### src/rtl/seq_pkg.sv
// Shared definitions for the serial feeder and the sequence detector benches.
package seq_pkg;

  typedef enum logic [1:0] {
    ST_IDLE  = 2'b00,
    ST_SHIFT = 2'b01,
    ST_GAP   = 2'b10
  } state_t;

  // Counter widths must never collapse to zero bits.
  function automatic int min1(input int v);
    return (v < 1) ? 1 : v;
  endfunction

endpackage

### src/rtl/frame_down_counter.sv
// Loadable down counter that holds at zero; used for bit and gap timing.
module frame_down_counter #(
  parameter int CW = 4
) (
  input  logic          clock,
  input  logic          reset,
  input  logic          load,
  input  logic [CW-1:0] load_value,
  input  logic          enable,
  output logic [CW-1:0] count,
  output logic          zero
);

  logic [CW-1:0] count_reg;

  always_ff @(posedge clock or posedge reset) begin
    if (reset) begin
      count_reg <= '0;
    end else if (load) begin
      count_reg <= load_value;
    end else if (enable && (count_reg != '0)) begin
      count_reg <= count_reg - 1'b1;
    end
  end

  assign count = count_reg;
  assign zero  = (count_reg == '0);

endmodule

### src/rtl/serial_bit_feeder.sv
// Serialises handshaked parallel words onto a registered 1-bit stream with
// a programmable idle gap between frames.
module serial_bit_feeder
  import seq_pkg::*;
#(
  parameter int WIDTH      = 8,
  parameter bit MSB_FIRST  = 1'b1,
  parameter int GAP_CYCLES = 2,
  parameter bit IDLE_BIT   = 1'b0
) (
  input  logic             clock,
  input  logic             reset,
  input  logic [WIDTH-1:0] load_data,
  input  logic             load_valid,
  output logic             load_ready,
  output logic             x,
  output logic             x_valid,
  output logic             busy,
  output logic             frame_done
);

  localparam int BW = $clog2(WIDTH + 1);
  localparam int GW = min1($clog2(GAP_CYCLES + 1));
  localparam logic [BW-1:0] BIT_LOAD = BW'(WIDTH - 1);
  localparam logic [GW-1:0] GAP_LOAD = GW'((GAP_CYCLES > 0) ? GAP_CYCLES - 1 : 0);

  state_t           state_reg, state_next;
  logic [WIDTH-1:0] shreg_reg, shreg_next;
  logic             x_reg, x_next;
  logic             x_valid_reg, x_valid_next;
  logic             frame_done_reg, frame_done_next;

  logic          bit_load, bit_en, bit_zero;
  logic [BW-1:0] bit_cnt;
  logic          gap_load, gap_en, gap_zero;
  logic [GW-1:0] gap_cnt;

  frame_down_counter #(.CW(BW)) u_bit_cnt (
    .clock      (clock),
    .reset      (reset),
    .load       (bit_load),
    .load_value (BIT_LOAD),
    .enable     (bit_en),
    .count      (bit_cnt),
    .zero       (bit_zero)
  );

  frame_down_counter #(.CW(GW)) u_gap_cnt (
    .clock      (clock),
    .reset      (reset),
    .load       (gap_load),
    .load_value (GAP_LOAD),
    .enable     (gap_en),
    .count      (gap_cnt),
    .zero       (gap_zero)
  );

  always_ff @(posedge clock or posedge reset) begin
    if (reset) begin
      state_reg      <= ST_IDLE;
      shreg_reg      <= '0;
      x_reg          <= IDLE_BIT;
      x_valid_reg    <= 1'b0;
      frame_done_reg <= 1'b0;
    end else begin
      state_reg      <= state_next;
      shreg_reg      <= shreg_next;
      x_reg          <= x_next;
      x_valid_reg    <= x_valid_next;
      frame_done_reg <= frame_done_next;
    end
  end

  always_comb begin
    state_next      = state_reg;
    shreg_next      = shreg_reg;
    x_next          = IDLE_BIT;
    x_valid_next    = 1'b0;
    frame_done_next = 1'b0;
    bit_load        = 1'b0;
    bit_en          = 1'b0;
    gap_load        = 1'b0;
    gap_en          = 1'b0;
    case (state_reg)
      ST_IDLE: begin
        if (load_valid) begin
          state_next      = ST_SHIFT;
          x_next          = MSB_FIRST ? load_data[WIDTH-1] : load_data[0];
          x_valid_next    = 1'b1;
          frame_done_next = (WIDTH == 1);
          shreg_next      = MSB_FIRST ? (load_data << 1) : (load_data >> 1);
          bit_load        = 1'b1;
        end
      end
      ST_SHIFT: begin
        if (bit_zero) begin
          // Last bit has been shown; fall back to idle level immediately.
          if (GAP_CYCLES > 0) begin
            state_next = ST_GAP;
            gap_load   = 1'b1;
          end else begin
            state_next = ST_IDLE;
          end
        end else begin
          x_next          = MSB_FIRST ? shreg_reg[WIDTH-1] : shreg_reg[0];
          x_valid_next    = 1'b1;
          shreg_next      = MSB_FIRST ? (shreg_reg << 1) : (shreg_reg >> 1);
          bit_en          = 1'b1;
          frame_done_next = (bit_cnt == BW'(1));
        end
      end
      ST_GAP: begin
        if (gap_zero) begin
          state_next = ST_IDLE;
        end else begin
          gap_en = (gap_cnt != '0);
        end
      end
      default: state_next = ST_IDLE;
    endcase
  end

  assign load_ready = (state_reg == ST_IDLE);
  assign busy       = (state_reg != ST_IDLE);
  assign x          = x_reg;
  assign x_valid    = x_valid_reg;
  assign frame_done = frame_done_reg;

endmodule

### config.mk
export PLATFORM = sky130hd
export DESIGN_NAME = serial_bit_feeder
export DESIGN_NICKNAME = d
export VERILOG_FILES = /design/src/rtl/seq_pkg.sv /design/src/rtl/frame_down_counter.sv /design/src/rtl/serial_bit_feeder.sv
export SDC_FILE = /design/constraint.sdc
export NUM_CORES = 1
export LEC_CHECK = 0
export CAP_MARGIN = 40
export CORE_ASPECT_RATIO = 0.75
export CORE_MARGIN = 5
export CORE_UTILIZATION = 56
export CTS_BUF_LIST = sky130_fd_sc_hd__clkbuf_16
export DETAILED_ROUTE_END_ITERATION = 10
export GPL_ROUTABILITY_DRIVEN = 1
export HOLD_SLACK_MARGIN = 0.02
export PLACE_DENSITY = 0.91
export SLEW_MARGIN = 20
export SYNTH_ARGS = -nofsm -noshare
export SYNTH_HDL_FRONTEND = slang
export SYNTH_HIERARCHICAL = 1
export SYNTH_SLANG_ARGS = --single-unit
### constraint.sdc
create_clock -name clock -period 6.2 [get_ports clock]
set_input_delay 0.93 -clock clock [delete_from_list [all_inputs] [get_ports clock]]
set_output_delay 0.93 -clock clock [all_outputs]
set_load 0.01 [all_outputs]
Word-level counts from Yosys, hierarchy flattened
Cells that the tools add are included.

Add/sub/neg operators: 2. Multiply operators: 0. Divide/modulo/power cells: 0. Magnitude comparators: 0. Eq/ne operators: 7. Shift operators: 0. Mux-type cells: 25. Bitwise operators: 0. Reductions and logical operators: 13.

Operators with widths (count): $mux 8 (2); $pmux 8 s2 (1); $mux 1 (12); $mux 2 (5); $reduce_bool 2->1 (5); $mux 4 (2); $ne 2x2->1 const B (4); $pmux 2 s3 (1); $reduce_and 3->1 (2); $eq 4x1->1 const B (1); $logic_not 2->1 (2); $logic_not 4->1 (1); $pmux 1 s2 (2); $reduce_bool 4->1 (1); $sub 4x1->4 const B (1); $eq 2x1->1 const B (1); $eq 2x2->1 const B (1); $logic_and 1x1->1 (2); $sub 2x1->2 const B (1).

Flip-flop bits (word level): 19. Bits in latches: 0. Memory bits (writable): 0. ROM bits: 0. Input port bits: 11. Output and inout bits: 5. Logic and storage cells: 54. Memories kept: 0.

Depth between registers and ports, before layout
Depth after elaboration: 6. Mapped depth: 8. Mapped depth without buffers: 8.

Hierarchy
Netlist, hierarchy kept.

Modules (own cells, without submodules): serial_bit_feeder (times used 1, cells an instance 54, area each 629.4 um^2, sequential area each 300.3 um^2); frame_down_counter at u_bit_cnt (times used 1, cells an instance 28, area each 261.5 um^2, sequential area each 100.1 um^2); frame_down_counter at u_gap_cnt (times used 1, cells an instance 13, area each 135.1 um^2, sequential area each 50.0 um^2).

Worst setup path after synthesis
No wires, ideal clock.

Path kind: register -> register. Start: reg u_bit_cnt.count_reg[0] (netlist: u_bit_cnt/count[0]). End: reg u_gap_cnt.count_reg[0] (netlist: u_gap_cnt/count[0]). Library setup time: 0.126 ns. Arrival time: 1.923 ns. Data required time: 6.074 ns. Setup slack: 4.151 ns. Stages on the path, launching flop included: 9. Path buffers: 0. Clock period less this slack: 2.049 ns. Cell sequence: dfrtp_1 > inv_1 > ha_1 > or3b_4 > inv_1 > nand2_1 > nor2_1 > and2b_4 > a221o_1.

Cells in the longest elaborated chain, start to end: 4. Elaborated cells between the ends (all ways): 5. Those cells by class: 3 x mux; 2 x reduce/logical.

Ends and longest elaborated chain: from (decl) (line frame_down_counter.sv:14) `logic [CW-1:0] count_reg;`; from (signal assigned) (line frame_down_counter.sv:20) `count_reg <= load_value;`; from (signal assigned) (line frame_down_counter.sv:22) `count_reg <= count_reg - 1'b1;`; $logic_not 4->1 (*) (line frame_down_counter.sv:27) `assign zero = (count_reg == '0);`; net bit_zero (line serial_bit_feeder.sv:33) `logic bit_load, bit_en, bit_zero;`; $mux 1 (*) (line serial_bit_feeder.sv:96) `if (bit_zero) begin`; $mux 1 (*) (line serial_bit_feeder.sv:84) `case (state_reg)`; net gap_load (line serial_bit_feeder.sv:35) `logic gap_load, gap_en, gap_zero;`; $mux 2 or $reduce_bool 2->1 (tied branches); to (signal assigned) (line frame_down_counter.sv:20); to (signal assigned) (line frame_down_counter.sv:22); to (decl) (line frame_down_counter.sv:14).

The timed path passes the listed nets; every way through them passes the cells marked *. A chain may end at the register's enable or synchronous reset.

Worst setup path in the final report
Start: reg state_reg[1]. End: out busy.

Cells in the longest elaborated chain, start to end: 1.

Ends and longest elaborated chain: from (decl) (line serial_bit_feeder.sv:27) `state_t state_reg, state_next;`; from (signal assigned) (line serial_bit_feeder.sv:66) `state_reg <= state_next;`; $reduce_bool 2->1 (line serial_bit_feeder.sv:124) `assign busy = (state_reg != ST_IDLE);`; to (decl) (line serial_bit_feeder.sv:18) `output logic busy,`.

No other way between the ends.

==> reports/qor.txt <==
P_leak: 0.581 nW
clock root buffer: clkbuf_16
Max Freq: 0.394 GHz
DIE AREA: 2800 um2
HP Start: shreg_reg[4]$_DFFE_PP0P_
FF+latch area: 450 um2
sequential share of the synthesized area: 43.9%
drt drc: 0
Flop pwr share: 32.6%
worst reg2reg path depth: 8
max reg flops: 7
Hold/Removal Path Class: reg -> reg
post-route antenna net violation count: 0
Die Wd: 59.4 um
num rows: 13
gr ovfl total: 0
critical path class: reg -> out
NumNets Final: 129
Yosys top cell by area: dfrtp_1
RSZ-0062 raised after global routing: false
first-pass GRT wire length: 3680 um
top cells by area, synth: dfrtp_1 44%, mux2_2 13%, inv_1 3.7%
CP Launch Point: state_reg[1]$_DFFE_PP0P_
crit end category: primary output
WL per Instance: 16.2 um
max layer used: met3
Tcrit/Tclk final: 40.9%
outcome: complete, no violations
area of the multi-input gates: 527 um2
metal3 WL: 150 um
antenna violations before repair: 0
Logic pwr share: 49.6%
Post-CTS Resized: 0
met2 WL: 1170 um
CTS max path bufs: 2
via density per instance: 5.52
Slew Viols, Final: 0
dominant combinational cell family by area after synthesis: simple AND/OR/NAND/NOR gates
Initial Util: 59.0%
Core Footprint: 1740 um2
Total Power: 0.725 mW
post-CTS setup buffers: 0
Inserted Diodes: 0
CTS tree: built
Max Cap Viol: 0
DIE HEIGHT: 47.1 um
vias in the first global route: 793
Post-Route WL: 2220 um
hold_buf cts: 0
most common cell in the netlist: dfrtp_1
Post-Synth Simple-Gate Area: 22.2%
synth-to-layout area growth: 23.9%
clock network power share: 17.9%
share of the synthesized area in the top cell type: 43.9%
mux cell area share after synthesis: 13.2%
io pins: 16
Commonest cells post-synth: 18 x dfrtp_1, 12 x mux2_2, 10 x inv_1
hold slack: 511 ps
Synth Flop Type: dfrtp_1
largest net degree at the start of global routing: 13
Synthesis Warnings: 6
Post-synth EDFFs: 0
ys async rst share: 100%
CTS H-tree depth: 1
Placer Congestion: 0.713
Via Count: 756
share of cells above drive strength 1: 20.0%
Power Density: 570 nW/um2
Critical Path RT: 5270 ps
switching share of power: 35.8%
xor/xnor share of the synthesized area: 0%
# fillers: 121
Post-Synth Adder-Cell Area: 2.44%
Final min period: 2540 ps
CP Data Arrival Time: 1610 ps
router iterations before antenna repair: 4
Layout Cells excl Fill: 137
Syn Inst Count: 95
Routed met1 length: 902 um
setup_tns: 0 ps
count of final setup violators: 0
clk sinks: 18
hold path cells: 1
Compound-Gate Fraction of Synth Area: 11.3%
worst reg2reg path startpoint: u_bit_cnt/count[0]$_DFFE_PP0P_
worst vdd ir: 345 uV
crit-path max FO: 9
clk_lat worst skew: 250 ps
Yosys cell types: 31
Num CTS Buffers: 3
initial detailed-routing violation count: 16
FF+latch count, synth: 18
clk slew on worst S/H paths: 50 ps
I/O Buffers: 15
clock skew: 1.22 ps
netlist area before placement: 1030 um2
GRT Util Overall: 18.6%
Avg Cell Area, Syn: 10.8 um2
Switch Pwr: 0.260 mW
HPWL Detailed: 1580 um
dpl cells: 133
Final Hold Vio Count: 0
Startpoint Class: flop
cell-internal power: 0.465 mW
## final cells by class
type,instances,share of cell area [%]
clock buffer,3,5.91
clock inverter,1,0.295
inverter,10,2.95
multi-input combinational,68,41.4
sequential,18,35.4
tap,22,2.17
timing repair buffer,15,11.8
## worst paths after layout
| kind | endpoint | slack [ps] |
|---|---|---|
| setup reg to reg | u_gap_cnt/count[1]$_DFFE_PP0P_ | 3850 |
| setup / recovery | busy | 3660 |
| hold reg to reg | shreg_reg[4]$_DFFE_PP0P_ | 510 |
| hold / removal | shreg_reg[4]$_DFFE_PP0P_ | 510 |
| max in group asynchronous | shreg_reg[1]$_DFFE_PP0P_ | 4820 |
| min in group asynchronous | u_gap_cnt/count[0]$_DFFE_PP0P_ | 900 |
## power groups by stage
stage,clock (mW),combinational (mW),sequential (mW)
2_1_floorplan,0,0.292,0.210
3_3_place_gp,0,0.330,0.230
3_5_place_dp,0,0.355,0.234
4_1_cts,0.130,0.360,0.234
5_1_grt,0.136,0.387,0.245
6_report,0.129,0.359,0.236
## critical path, stage by stage, from the launching register on
cell             delay, ps
dfrtp_1                570
nor2_1                 150
inv_1                   90
clkdlybuf4s50_1        540
## layer usage
metal | track usage (%) | vias up
li1 | - | 362
met1 | 20.1 | 365
met2 | 36.2 | 29
met3 | 6.59 | 0
met4 | 2.71 | 0
met5 | 0 | -
## cells in the final DEF, fill, tap and decap left out, drive strengths merged, types with 3 or more instances in the layout
cell type      instances
a21oi                  5
a221o                  3
clkbuf                 3
clkdlybuf4s50         15
conb                   6
dfrtp                 18
inv                   10
mux2                  12
nand2                  7
nand2b                 5
nor2                   8
nor4b                  3
o21ai                  3
## per-stage QoR
| step | area, um2 | utilization, % | setup WS, ps |
|---|---|---|---|
| detailed placement | 1190 | 68.5 | 3820 |
| global placement | 1190 | 68.5 | 3870 |
| global route | 1270 | 73.0 | 3570 |
| floorplan | 1040 | - | 4150 |
| CTS | 1270 | 73.0 | 3670 |
| finish | 1270 | 73.0 | 3660 |
## cell families after synthesis
kind of cell             Yosys count
flip-flops                        18
AND/OR/NAND/NOR                   33
multiplexers                      12
adder cells (fa/ha/maj)            2
buffers and inverters             13
other                              2
AO/OA/AOI/OAI                     15
No activity file was read; power rests on OpenSTA's default activity.
